### config.mk
export PLATFORM = sky130hd
export DESIGN_NAME = icu_vectored
export DESIGN_NICKNAME = d
export VERILOG_FILES = /design/src/rtl/icu_vectored.sv
export SDC_FILE = /design/constraint.sdc
export NUM_CORES = 1
export LEC_CHECK = 0
export CORE_UTILIZATION = 39
export CTS_CLUSTER_DIAMETER = 100
export DETAILED_ROUTE_END_ITERATION = 10
export GPL_TIMING_DRIVEN = 0
export PLACE_DENSITY_LB_ADDON = 0.2
export SYNTH_ARGS = -nofsm -noshare
export SYNTH_HDL_FRONTEND = slang
export SYNTH_SLANG_ARGS = --single-unit
### constraint.sdc
create_clock -name clk -period 3.35 [get_ports clk]
set_input_delay 0.67 -clock clk [delete_from_list [all_inputs] [get_ports clk]]
set_output_delay 0.67 -clock clk [all_outputs]
set_load 0.1 [all_outputs]
### src/rtl/icu_vectored.sv
// icu_vectored: vectored interrupt control unit.
// Samples NUM_SRC masked level requests, picks one, stalls the pipeline for
// STALL_CYCLES, pushes CCR/PCL/PCH, then branches to the source's vector and
// pulses a one-hot acknowledge. A served source re-arms only after its
// sampled request has been low for at least one cycle.
// Optional feature macro: ICU_ROUND_ROBIN_EN selects round-robin arbitration
// instead of fixed lowest-index priority.
module icu_vectored #(
  parameter int NUM_SRC      = 4,
  parameter int PC_W         = 32,
  parameter int VEC_BASE     = 0,
  parameter int VEC_STRIDE   = 2,
  parameter int STALL_CYCLES = 1
) (
  input  logic               clk,
  input  logic               reset,
  input  logic               enable,
  input  logic [NUM_SRC-1:0] irq,
  input  logic [NUM_SRC-1:0] irq_mask,
  output logic               stall,
  output logic               stack_op,
  output logic               push_pop,
  output logic [3:0]         reg_id,
  output logic               branch,
  output logic [PC_W-1:0]    pc_value,
  output logic [NUM_SRC-1:0] irq_ack,
  output logic               busy
);

  localparam int IW = $clog2(NUM_SRC);
  localparam int CW = (STALL_CYCLES > 1) ? $clog2(STALL_CYCLES) : 1;

  typedef enum logic [2:0] {
    IDLE,
    STALL,
    PUSH_CCR,
    PUSH_PCL,
    PUSH_PCH,
    BRANCH
  } state_t;

  state_t             state_reg, state_next;
  logic [NUM_SRC-1:0] irq_q_reg;
  logic [NUM_SRC-1:0] served_reg, served_next;
  logic [NUM_SRC-1:0] eligible;
  logic [NUM_SRC-1:0] ack_onehot;
  logic [IW-1:0]      sel_id_reg;
  logic [IW-1:0]      win_id;
  logic               win_found;
  logic [CW-1:0]      cnt_reg;
  logic               stall_done;
  logic [PC_W-1:0]    vec_addr;

  assign eligible   = irq_q_reg & ~served_reg;
  assign stall_done = (cnt_reg == CW'(STALL_CYCLES - 1));
  assign vec_addr   = PC_W'(VEC_BASE) + PC_W'(sel_id_reg) * PC_W'(VEC_STRIDE);

  // Per-source served flag: set by our own ack, dropped once the sampled
  // request is seen low; also the one-hot decode of the latched winner.
  generate
    for (genvar gi = 0; gi < NUM_SRC; gi++) begin : g_src
      assign ack_onehot[gi]  = (sel_id_reg == IW'(gi));
      assign served_next[gi] = ((state_reg == BRANCH) && ack_onehot[gi]) ? 1'b1
                             : (served_reg[gi] & irq_q_reg[gi]);
    end
  endgenerate

`ifdef ICU_ROUND_ROBIN_EN
  logic [IW-1:0] ptr_reg;

  // Round-robin search: first eligible index at or after the pointer, wrapping.
  always_comb begin
    int idx;
    win_found = 1'b0;
    win_id    = '0;
    idx       = 0;
    for (int k = 0; k < NUM_SRC; k++) begin
      idx = int'(ptr_reg) + k;
      if (idx >= NUM_SRC) idx = idx - NUM_SRC;
      if (!win_found && eligible[IW'(idx)]) begin
        win_found = 1'b1;
        win_id    = IW'(idx);
      end
    end
  end

  // Pointer moves to the index after the source just acknowledged.
  always_ff @(posedge clk) begin
    if (!reset) begin
      ptr_reg <= '0;
    end else if (enable && (state_reg == BRANCH)) begin
      if (sel_id_reg == IW'(NUM_SRC - 1)) ptr_reg <= '0;
      else                                ptr_reg <= sel_id_reg + 1'b1;
    end
  end
`else
  // Fixed priority: the lowest eligible index wins.
  always_comb begin
    win_found = 1'b0;
    win_id    = '0;
    for (int i = 0; i < NUM_SRC; i++) begin
      if (!win_found && eligible[i]) begin
        win_found = 1'b1;
        win_id    = IW'(i);
      end
    end
  end
`endif

  // Request sampling, served tracking, stall counter and winner latch;
  // disabling the block wipes them exactly like reset.
  always_ff @(posedge clk) begin
    if (!reset || !enable) begin
      irq_q_reg  <= '0;
      served_reg <= '0;
      cnt_reg    <= '0;
      sel_id_reg <= '0;
    end else begin
      irq_q_reg  <= irq & ~irq_mask;
      served_reg <= served_next;
      if ((state_reg == STALL) && !stall_done) cnt_reg <= cnt_reg + 1'b1;
      else                                      cnt_reg <= '0;
      if ((state_reg == IDLE) && win_found) sel_id_reg <= win_id;
    end
  end

  // State register; reset and disable both abort any sequence in flight.
  always_ff @(posedge clk) begin
    if (!reset || !enable) state_reg <= IDLE;
    else                   state_reg <= state_next;
  end

  // Next-state logic and Moore output decode.
  always_comb begin
    state_next = state_reg;
    stall      = 1'b0;
    stack_op   = 1'b0;
    push_pop   = 1'b0;
    reg_id     = 4'd0;
    branch     = 1'b0;
    pc_value   = '0;
    irq_ack    = '0;
    busy       = (state_reg != IDLE);
    case (state_reg)
      IDLE: begin
        if (win_found) state_next = STALL;
      end
      STALL: begin
        stall = 1'b1;
        if (stall_done) state_next = PUSH_CCR;
      end
      PUSH_CCR: begin
        stack_op   = 1'b1;
        push_pop   = 1'b1;
        reg_id     = 4'd10;
        state_next = PUSH_PCL;
      end
      PUSH_PCL: begin
        stack_op   = 1'b1;
        push_pop   = 1'b1;
        reg_id     = 4'd8;
        state_next = PUSH_PCH;
      end
      PUSH_PCH: begin
        stack_op   = 1'b1;
        push_pop   = 1'b1;
        reg_id     = 4'd9;
        state_next = BRANCH;
      end
      BRANCH: begin
        branch     = 1'b1;
        pc_value   = vec_addr;
        irq_ack    = ack_onehot;
        state_next = IDLE;
      end
      default: state_next = IDLE;
    endcase
  end

endmodule

==> results of run 1 <==
## worst min path at each step
stage                                to  cells after the start                startpoint  slack (ns)
4_1_cts        served_reg[2]$_SDFF_PP0_                      2   irq_q_reg[2]$_SDFF_PP0_        0.48
3_3_place_gp   served_reg[3]$_SDFF_PP0_                      2  served_reg[3]$_SDFF_PP0_        0.46
3_5_place_dp   served_reg[2]$_SDFF_PP0_                      2   irq_q_reg[2]$_SDFF_PP0_        0.47
5_1_grt        served_reg[2]$_SDFF_PP0_                      2   irq_q_reg[2]$_SDFF_PP0_        0.50
2_1_floorplan  served_reg[2]$_SDFF_PP0_                      2   irq_q_reg[2]$_SDFF_PP0_        0.45
6_report       served_reg[2]$_SDFF_PP0_                      2   irq_q_reg[2]$_SDFF_PP0_        0.48
## cell usage after synthesis, types with 2 or more instances
cell type | count | share of area
nor3b_1 | 4 | 0.034
a21oi_2 | 2 | 0.020
nand3_1 | 2 | 0.011
dfxtp_1 | 14 | 0.31
inv_1 | 5 | 0.021
nand2_1 | 7 | 0.029
nand2b_1 | 8 | 0.056
buf_4 | 33 | 0.28
a21oi_1 | 7 | 0.039
nor2_1 | 7 | 0.029
nor3_1 | 2 | 0.011
## worst reg2reg max path, delay by kind of cell (launching register included)
family	cells	cell delay [ns]
flip-flops	1	0.33
AND/OR/NAND/NOR	3	0.38
AO/OA/AOI/OAI	1	0.42
## cell families after synthesis
family                 Yosys count  synth area share
DFF                             14            0.3146
AOI/OAI and AO/OA               13           0.09270
other                            1          0.004209
and+or+nand+nor                 41            0.2852
buffers and inverters           39            0.3034
## power groups by stage
stage               Clock, mW  Combinational, mW  Sequential, mW
floorplan                   0              0.203           0.176
global placement            0              0.220           0.176
detailed placement          0              0.220           0.177
CTS                    0.0972              0.220           0.173
global route            0.105              0.228           0.173
finish                 0.0955              0.221           0.173
## layer usage
metal  vias to the layer above  wire length, um  global-route usage
met5                         -                0                   0
met4                         0               28             0.08571
met1                       318              698              0.1544
met2                        41              691              0.2590
met3                         2              153             0.04630
li1                        401                -                   -
## stage by stage
step | area (um2) | std cells
floorplan | 1007 | 139
CTS | 1304 | 193
detailed placement | 1281 | 190
finish | 1304 | 193
global placement | 1281 | 190
global route | 1304 | 193
## final cells by class
| class | count | area (um2) |
|---|---|---|
| buffer | 34 | 251.5 |
| clock buffer | 3 | 22.52 |
| fill | 195 | 758.2 |
| inverter | 5 | 18.77 |
| multi-input combinational | 86 | 456.7 |
| sequential | 14 | 280.3 |
| tap | 27 | 33.78 |
| timing repair buffer | 24 | 240.2 |
==> out/results.ini, run 1 <==
[status]
outcome = complete, no violations

[cts]
cts_tree = done
numCtsBuffers = 3
ctsHtreeMaxLevel = 1
clockBufferDepth = 2
post-cts-setup-buffers = 0
clock-sinks = 14
cts_root_buf = clkbuf_4
clk_latency_ns = 0.28
postCtsHoldBufs = 0
post_cts_resized = 0
path_clk_slew_ns = 0.08

[pwr]
p_leak_nw = 0.6455
p_sw_frac = 0.4809
p_total_mw = 0.4896
p_int_mw = 0.2542
peakVddDrop_mv = 0.2804
p_switching_mw = 0.2354
sequentialPowerShare = 0.353
combPwrFrac = 0.452
power.density_mw_per_mm2 = 375.5
clkPwrFrac = 0.195

[layout]
antenna_cells = 0
layout_commonest_cell = buf_4
utilization = 0.6323
final_cell_mix = 33 x buf_4, 32 x conb_1, 24 x clkdlybuf4s50_1
drive_above_1_share = 0.2771
synthToLayoutAreaGrowth_pct = 46.35
final_nets = 179

[sta]
post-route-period-util = 0.9296
timing.final.ws_setup_ns = 0.2359
finalHoldViolCount = 0
fin_skew_ns = 0.003421
setup_tns_ns = 0
hold_ws_ns = 0.4815
final-setup-viol-count = 0
drv_slew = 0
fmax_mhz = 321.1
rsz0062_at_grt = no
period_minus_slack_ns = 3.114
tightestPinTransition_ns = 0.9692
slew_headroom = 0.3518

[drt]
routed_wl_mm = 1.571
wl_per_cell_um = 8.140
final_antenna_net_count = 0
viasPerCell = 3.948
first_iter_violations = 2
drc = 0
vias = 762
dr.pass1.iters = 4

[worst_setup_path]
r2r-end = state_reg[0]$_SDFFE_PP0P_
worstSetupEndpoint = irq_ack[2]
worstSetupStartpoint = state_reg[2]$_SDFFE_PP0P_
crit_slowest_cell = clkdlybuf4s50_1
worstPathRequired_ns = 2.68
cp_data_arrival_time_ns = 2.44
cp_num_buf_inv = 2
cp_max_fo = 8
rr_worst_depth = 4
endpoint_kind = output port
slowest_delay_ns = 1.11
r2r-start = served_reg[2]$_SDFF_PP0_
crit_type = reg -> out
regToRegSetupSlack_ns = 2.09
start_kind = flip-flop
cp_top_family = buffers and inverters
crit_chain = and3b_4, and2_4, nand2b_2, inv_1, clkdlybuf4s50_1
path_depth = 5

[die]
initial_core_util = 0.4320
die-area_mm2 = 0.002480
rows = 16
core_mm2 = 0.002062
die_w_um = 49.80
die_h_um = 49.80
io_pins = 56

[logic_synthesis]
ys_warn_count = 0
synth_flop_cell = dfxtp_1
syn_area_per_cell_um2 = 8.249
synth_seq_cells = 14
synth-edff-count = 0
seq_area_frac_synth = 0.3146
synth_area_um2 = 890.9
synth.distinct_cells = 28
async_flop_share = 0
synth_cells = 108

[grt]
grtUsageTotal = 0.1483
antenna_found_initial = 0
first_global_vias = 710
grt_max_degree = 11
overflow = 0
grt_first_pass_wirelength_mm = 2.780

[min_path]
hold_class = reg -> reg

[placed_design]
gp_congestion = 0.7836
port_buffers = 24
dpl.hpwl_mm = 1.265
place_ws_ns = 0.5378

[flow_run]
drv_cap = 0

Power figures use the tool's default switching activity.
==> run 2, diff against run 1 <==
--- a/config.mk
+++ b/config.mk
@@ -5,7 +5,9 @@
 export SDC_FILE = /design/constraint.sdc
 export NUM_CORES = 1
 export LEC_CHECK = 0
-export CORE_UTILIZATION = 39
+export ABC_AREA = 1
+export CORE_MARGIN = 3
+export CORE_UTILIZATION = 38
 export CTS_CLUSTER_DIAMETER = 100
 export DETAILED_ROUTE_END_ITERATION = 10
 export GPL_TIMING_DRIVEN = 0
==> out/results.ini, run 2 <==
[logic_synthesis]
synth.distinct_cells = 15
seq_area_frac_synth = 0.3214
synth-edff-count = 0
async_flop_share = 0
synth_area_leaders = dfxtp_1 32%, buf_4 28%, nand2_1 13%
synth_flop_cell = dfxtp_1
synth_common_cells = 33 x buf_4, 30 x nand2_1, 17 x nor2_1, 14 x dfxtp_1, 14 x inv_1
synth_area_um2 = 872.1
synth.top_cell.area_share = 0.3214
yosysMostFrequentCell = buf_4
syn_area_per_cell_um2 = 6.867
synth_largest_area_cell = dfxtp_1
ys_warn_count = 0
synth_seq_cells = 14
synth_cells = 127

[cts]
clock-sinks = 14
cts_tree = done
postCtsHoldBufs = 0
ctsHtreeMaxLevel = 1
clk_latency_ns = 0.28
numCtsBuffers = 3
post_cts_resized = 0
post-cts-setup-buffers = 0
cts_root_buf = clkbuf_4
path_clk_slew_ns = 0.09
clockBufferDepth = 2

[sta]
final-setup-viol-count = 0
post-route-period-util = 0.8924
slew_headroom = 0.3500
fmax_mhz = 334.5
tightestPinTransition_ns = 0.9720
rsz0062_at_grt = no
finalHoldViolCount = 0
setup_tns_ns = 0
fin_skew_ns = 0.003042
drv_slew = 0
period_minus_slack_ns = 2.989

[grt]
antenna_found_initial = 0
grt_first_pass_wirelength_mm = 2.484
grtUsageTotal = 0.1186
grt_max_degree = 9
overflow = 0
first_global_vias = 634

[pwr]
peakVddDrop_mv = 0.3008
p_leak_nw = 0.6768
power.density_mw_per_mm2 = 401.0
p_total_mw = 0.5208

[worst_setup_path]
rr_worst_depth = 6
crit_type = reg -> out
regToRegSetupSlack_ns = 2.25
endpoint_kind = output port
cp_max_fo = 4
start_kind = flip-flop
r2r-start = state_reg[2]$_SDFFE_PP0P_
worstPathRequired_ns = 2.68
cp_data_arrival_time_ns = 2.32
r2r-end = state_reg[1]$_SDFFE_PP0P_

[min_path]
hold_class = reg -> reg
hold_path_depth = 2
hp-start = served_reg[0]$_SDFF_PP0_
hold_path_end = served_reg[0]$_SDFF_PP0_

[drt]
routed_wl_mm = 1.685
first_iter_violations = 5
final_antenna_net_count = 0
wl_per_cell_um = 7.911
dr.pass1.iters = 4
drc = 0
viasPerCell = 3.704
vias = 789

[die]
initial_core_util = 0.4229
die_h_um = 53.91
rows = 16
die_w_um = 53.91
die-area_mm2 = 0.002906
io_pins = 56
core_mm2 = 0.002062

[status]
outcome = complete, no violations

[layout]
final_nets = 198
final_cell_mix = 33 x buf_4, 32 x conb_1, 30 x nand2_1
synthToLayoutAreaGrowth_pct = 48.92
layout_commonest_cell = buf_4
antenna_cells = 0
drive_above_1_share = 0.2366
utilization = 0.6299

[placed_design]
dpl.hpwl_mm = 1.448
port_buffers = 24
gp_congestion = 0.7988

[flow_run]
drv_cap = 0

[run 2: cell types whose count changed in the layout (fill, tap and decap cells not counted), sizes merged, moves of 2 or more]
cell    before  now
nand2        8   31
a21oi        9    7
nor2         8   19
inv          5   15
nand2b       9    0
nor3b        5    0
[run 2: final cells by class]
| cell class | instances | area (um2) |
|---|---|---|
| Buffer | 33 | 247.7 |
| Clock buffer | 4 | 36.28 |
| Fill cell | 194 | 763.2 |
| Inverter | 15 | 56.30 |
| Multi-Input combinational cell | 96 | 404.1 |
| Sequential cell | 14 | 280.3 |
| Tap cell | 27 | 33.78 |
| Timing Repair Buffer | 24 | 240.2 |
[run 2: worst max-delay path: stages, from the launching register on]
cell and delay (ns):
dfxtp_1 0.35, inv_2 0.10, nand2_2 0.09, a21oi_1 0.23, buf_4 0.15, clkdlybuf4s50_1 1.12
[run 2: metrics by stage]
| stage | area, um2 | cells | setup WS (ns) | hold slack, ns |
|---|---|---|---|---|
| floorplan | 988.4 | 158 | 0.1563 | 0.4363 |
| global placement | 1262 | 209 | 0.7104 | 0.4438 |
| detailed placement | 1262 | 209 | 0.6559 | 0.4549 |
| CTS | 1299 | 213 | 0.3429 | 0.4670 |
| global route | 1299 | 213 | 0.2284 | 0.4889 |
| finish | 1299 | 213 | 0.3605 | 0.4638 |
[run 2: worst max-delay path by stage]
stage | start | to | slack, ns
after floorplan | state_reg[1]$_SDFFE_PP0P_ | reg_id[3] | 0.16
after global placement | state_reg[0]$_SDFFE_PP0P_ | reg_id[3] | 0.71
after detailed placement | state_reg[1]$_SDFFE_PP0P_ | reg_id[3] | 0.66
after CTS | state_reg[1]$_SDFFE_PP0P_ | reg_id[3] | 0.34
after global routing | state_reg[1]$_SDFFE_PP0P_ | reg_id[3] | 0.23
final | state_reg[1]$_SDFFE_PP0P_ | reg_id[3] | 0.36
[run 2: cells by family (layout without fill, tap and decap cells)]
family / count (synthesis) / after routing / share of synthesized area
AO/OA/AOI/OAI: 8 / 8 / 0.04878
other: 1 / 32 / 0.004300
buffers and inverters: 48 / 76 / 0.3486
flip-flops: 14 / 14 / 0.3214
AND/OR/NAND/NOR: 56 / 56 / 0.2769
[run 2: routing by layer]
metal	up-vias	GRT usage	share of wire
met5	-	0	0
met4	0	0.07660	0.0083
met3	2	0.01939	0.12
met2	39	0.2097	0.49
met1	316	0.1290	0.38
li1	432	-	-
[run 2: where the power goes]
group / internal [mW] / total, mW / switching [mW] / leakage [nW]
registers: 0.170 / 0.172 / 0.00225 / 0.114
logic: 0.0439 / 0.229 / 0.185 / 0.542
clock network: 0.0661 / 0.120 / 0.0542 / 0.0210
total: 0.280 / 0.521 / 0.241 / 0.677
